`config.mk`:
```
export PLATFORM = sky130hd
export DESIGN_NAME = board_row_streamer
export DESIGN_NICKNAME = d
export VERILOG_FILES = /design/src/rtl/board_row_streamer.sv
export SDC_FILE = /design/constraint.sdc
export NUM_CORES = 1
export LEC_CHECK = 0
export BUFFER_PORTS_ARGS = -buffer_cell sky130_fd_sc_hd__buf_4
export CAP_MARGIN = 10
export CORE_UTILIZATION = 25
export CTS_CLUSTER_SIZE = 40
export DETAILED_ROUTE_END_ITERATION = 8
export PLACE_DENSITY = 0.51
export SETUP_SLACK_MARGIN = 0.1
export SYNTH_ARGS = -nofsm -noshare
export SYNTH_HDL_FRONTEND = slang
export SYNTH_SLANG_ARGS = --single-unit
export TNS_END_PERCENT = 1
```
`constraint.sdc`:
```
create_clock -name clk -period 3.44 [get_ports clk]
set_input_delay 0.172 -clock clk [delete_from_list [all_inputs] [get_ports clk]]
set_output_delay 0.172 -clock clk [all_outputs]
set_load 0.01 [all_outputs]
```
`src/rtl/board_row_streamer.sv`:
```
// rtl/board_row_streamer.sv - 20x10 playfield store that streams dirty rows to the renderer
// One row may be emitted per cycle; the scan pointer visits every row in turn.
module board_row_streamer (
  input  logic        clk,
  input  logic        rst,
  input  logic        wrEn,
  input  logic [4:0]  wrRow,
  input  logic [3:0]  wrCol,
  input  logic [2:0]  wrColor,
  input  logic        clrAll,
  input  logic        refresh,
  input  logic        hold,
  output logic [4:0]  index,
  output logic [29:0] oData,
  output logic        busy
);

  localparam logic [4:0] IDLE_IDX = 5'h1F;
  localparam logic [4:0] LAST_ROW = 5'd19;

  logic [29:0] r_board [0:19];
  logic [19:0] r_dirty;
  logic [4:0]  r_ptr;
  logic [4:0]  r_index;
  logic [29:0] r_odata;

  logic        w_wr_ok;
  logic [4:0]  w_wr_row;
  logic        w_emit;
  logic [29:0] w_row_new;
  logic [19:0] w_dirty_nxt;

  // clrAll discards a simultaneous write
  assign w_wr_ok  = wrEn && (wrRow < 5'd20) && (wrCol < 4'd10) && !clrAll;
  assign w_wr_row = (wrRow < 5'd20) ? wrRow : 5'd0;
  assign w_emit   = !hold && r_dirty[r_ptr];

  always_comb begin
    w_row_new = r_board[w_wr_row];
    for (int c = 0; c < 10; c++) begin
      if (wrCol == 4'(c)) w_row_new[29-3*c -: 3] = wrColor;
    end
  end

  // A write or global mark landing on the emitted row keeps it dirty
  always_comb begin
    w_dirty_nxt = r_dirty;
    if (w_emit) w_dirty_nxt[r_ptr] = 1'b0;
    if (w_wr_ok) w_dirty_nxt[w_wr_row] = 1'b1;
    if (clrAll || refresh) w_dirty_nxt = '1;
  end

  always_ff @(posedge clk or negedge rst) begin
    if (!rst) begin
      for (int r = 0; r < 20; r++) r_board[r] <= '0;
      r_dirty <= '1;
      r_ptr   <= '0;
      r_index <= IDLE_IDX;
      r_odata <= '0;
    end else begin
      if (clrAll) begin
        for (int r = 0; r < 20; r++) r_board[r] <= '0;
      end else if (w_wr_ok) begin
        r_board[w_wr_row] <= w_row_new;
      end
      r_dirty <= w_dirty_nxt;
      if (w_emit) begin
        r_index <= r_ptr;
        r_odata <= r_board[r_ptr];
      end else begin
        r_index <= IDLE_IDX;
      end
      if (!hold) r_ptr <= (r_ptr == LAST_ROW) ? 5'd0 : r_ptr + 5'd1;
    end
  end

  assign index = r_index;
  assign oData = r_odata;
  assign busy  = |r_dirty;

endmodule

```
==> flow_summary.toml <==
[cts]
cts_setup_buffers = 0
cts_max_level = 3
ctsResizeCount = 0
clkTransAtPathRegs_ps = 60
cts.sinks = 660
clk_path_buf_depth = 3
clockRootBuffer = "clkbuf_16"
worstSkewPairLatency_ps = 670
cts_made_buffers = 75
cts_hold_buffers = 3
cts_tree = "built"

[grt]
grt_pass1_vias = 30700
grt_pass1_wl_um = 244000
antenna_found_initial = 14
grt.total_usage_pct = 23.9
grt-ovfl-total = 0
grt_max_degree = 66

[synthesis]
post-synth-top-count-cell = "dfrtp_1"
synth_area_leaders = "dfrtp_1 45%, mux4_2 10%, a22o_1 7.2%, o21ai_0 6.5%, nand2_1 5.4%"
ys_seq_area_share_pct = 47.2
syn_nets = 3305
yosysTopAreaCellShare_pct = 45.3
postSynthCellCount = 3283
synth-edff-count = 0
yosysTopAreaCell = "dfrtp_1"
yosysUniqueCellTypes = 96
synth_area_sq_um = 35000
yosys_warnings = 0
async_flop_share_pct = 100
ys.flop_type = "dfrtp_1"
yosys-top-cells-count = "635 x dfrtp_1, 507 x nand2_1, 452 x o21ai_0"
avgSynthCellArea_sq_um = 10.7
synth-seq-cells = 660

[worst_hold_path]
min_path_type = "in -> async"

[detailed_routing]
vias = 31800
route.antenna.remaining_nets = 0
viasPerCell = 5.95
drc = 0
drt_iter0_drc = 4679
dr.pass1.iters = 7
wl_um = 172000
wire_per_inst_um = 32.2

[sta]
fin_crit_sh_pct = 86.5
hold_viol = 0
drv_slew = 0
final.min_clock_period_ps = 2980
tns_ps = 0
setup_viol = 0
fin_worst_skew_ps = 38.5
fin_worst_hold_slack_ps = 93.6
fmaxAchievable_ghz = 0.336
rsz0062_at_grt = "false"
tightest_slew_ps = 1270
slew_headroom_pct = 14.7

[setup_path]
rr_worst_depth = 7
cp-start-kind = "primary input"
crit_end = "r_board[411]"
startpoint = "wrRow[0]"
critPathMaxFanout = 38
end_kind = "register"
critPathRequiredTime_ps = 3940
ff2ff_setup_slack_ps = 490
r2r_end = "oData[1]"
reg2reg_from = "r_ptr[1]"
crit_arrival_ps = 3480
setup.worst_path.class = "in -> reg"

[die]
initial_core_util_pct = 25.1
rows = 137
die_h_um = 376
pin_count = 54
coreArea_sq_um = 139000
fp.dieW_um = 376
die-area_sq_um = 142000

[run]
cap_violations = 0

[pwr]
power.leakage_nw = 17.5
p_total_mw = 21.4
vdd_drop_max_mv = 0.365
power_density_nw_per_um2 = 508

[cells_and_area]
nets = 3430
drive_gt1_share_pct = 22.5
fin_cells = 5345
fill_cells = 14300
area_growth_pct = 20.2

[placed_design]
dpl.cell_count = 5204
place_hpwl_um = 113000
gp_congestion = 0.959
port_buffers = 53

[status]
outcome = "finished clean"
## routing by layer
| layer | vias to the layer above | global-route usage [%] | routed length [um] |
|---|---|---|---|
| met4 | 16 | 11.5 | 8890 |
| met3 | 510 | 6.72 | 20000 |
| li1 | 12600 | - | - |
| met5 | - | 0 | 92 |
| met2 | 2209 | 35.3 | 74400 |
| met1 | 16400 | 31.9 | 68600 |
## how the worst min path moves through the flow
stage	from	to	slack, ps	depth (start not counted)
after detailed placement	rst	oData[25]	190	1
after global placement	rst	oData[15]	200	1
after floorplan	rst	oData[0]	-120	0
final	rst	oData[8]	90	2
after global routing	clrAll	r_dirty[9]	90	3
after CTS	clrAll	r_dirty[9]	50	3
## cells by family after synthesis
group / after synthesis / share of synthesized area (%)
AO/OA/AOI/OAI: 1132 / 22.4
multiplexers: 313 / 14.7
flip-flops: 660 / 47.2
adder cells (fa/ha/maj): 4 / 0.143
AND/OR/NAND/NOR: 837 / 10.8
buffers and inverters: 336 / 4.74
XOR/XNOR: 1 / 0.0250
## through the flow
stage / setup slack (ps) / utilization, % / instance area [sq um]
after floorplan: 961 / - / 35000
after CTS: 536 / 30.2 / 42100
final: 464 / 30.2 / 42100
after detailed placement: 63.2 / 28.3 / 39500
after global routing: 404 / 30.2 / 42100
after global placement: 96.2 / 28.3 / 39500
## cells in the final DEF, fill, tap and decap left out, types with 10 or more instances in the layout
master / Yosys / final
o21ai_0: 452 / 452
o2111ai_1: 13 / 13
a21oi_4: 0 / 10
nor2_1: 100 / 97
or3_1: 14 / 14
a221o_1: 10 / 10
o22ai_1: 57 / 57
buf_12: 3 / 45
and3_1: 16 / 16
o221ai_1: 25 / 25
a31oi_4: 0 / 10
and2_1: 9 / 10
a22o_1: 287 / 287
mux2_2: 32 / 32
buf_4: 19 / 319
clkbuf_1: 191 / 12
mux4_2: 157 / 157
a31oi_1: 22 / 12
nand3_1: 25 / 25
a21o_1: 10 / 10
dfstp_2: 25 / 25
nand2_1: 507 / 507
inv_1: 14 / 14
mux2i_1: 124 / 124
a211o_1: 10 / 10
nor3_1: 40 / 35
nand2b_1: 20 / 20
o32a_1: 11 / 11
a221oi_1: 14 / 14
o211ai_1: 11 / 11
clkbuf_16: 0 / 78
nand3b_1: 23 / 23
a211oi_1: 49 / 49
clkbuf_8: 0 / 27
a21oi_1: 46 / 36
nor2b_1: 13 / 13
nor4_1: 15 / 15
a22oi_1: 24 / 24
dfrtp_1: 635 / 632
## state kept, by name (all words and copies together) (netlist names)
register  count
r_board     600
oData        30
r_dirty      20
index         5
r_ptr         5
## where the power goes
| part | total [mW] | switching [mW] | internal (mW) |
|---|---|---|---|
| sequential | 8.05 | 0.189 | 7.87 |
| combinational | 4.64 | 3.11 | 1.54 |
| clock | 8.70 | 3.60 | 5.10 |
## area by class of cell
class	count	area (sq um)	area share [%]
multi-input cells	2287	17200	40.8
flip-flops and latches	660	16600	39.3
repair buffers	369	3350	7.96
clock buffers	116	2350	5.59
well taps	1876	2350	5.57
clock inverters	20	268	0.636
inverters	15	56.3	0.134
diodes	2	5.00	0.0119
## worst max-delay path: stages
cell      delay [ps]
clkbuf_8         250
nor2_1           590
nand2_1          530
o21ai_0          730
nor3_1           200
a21oi_2          690
o21ai_0          210
No activity file was read; power rests on OpenSTA's default activity.
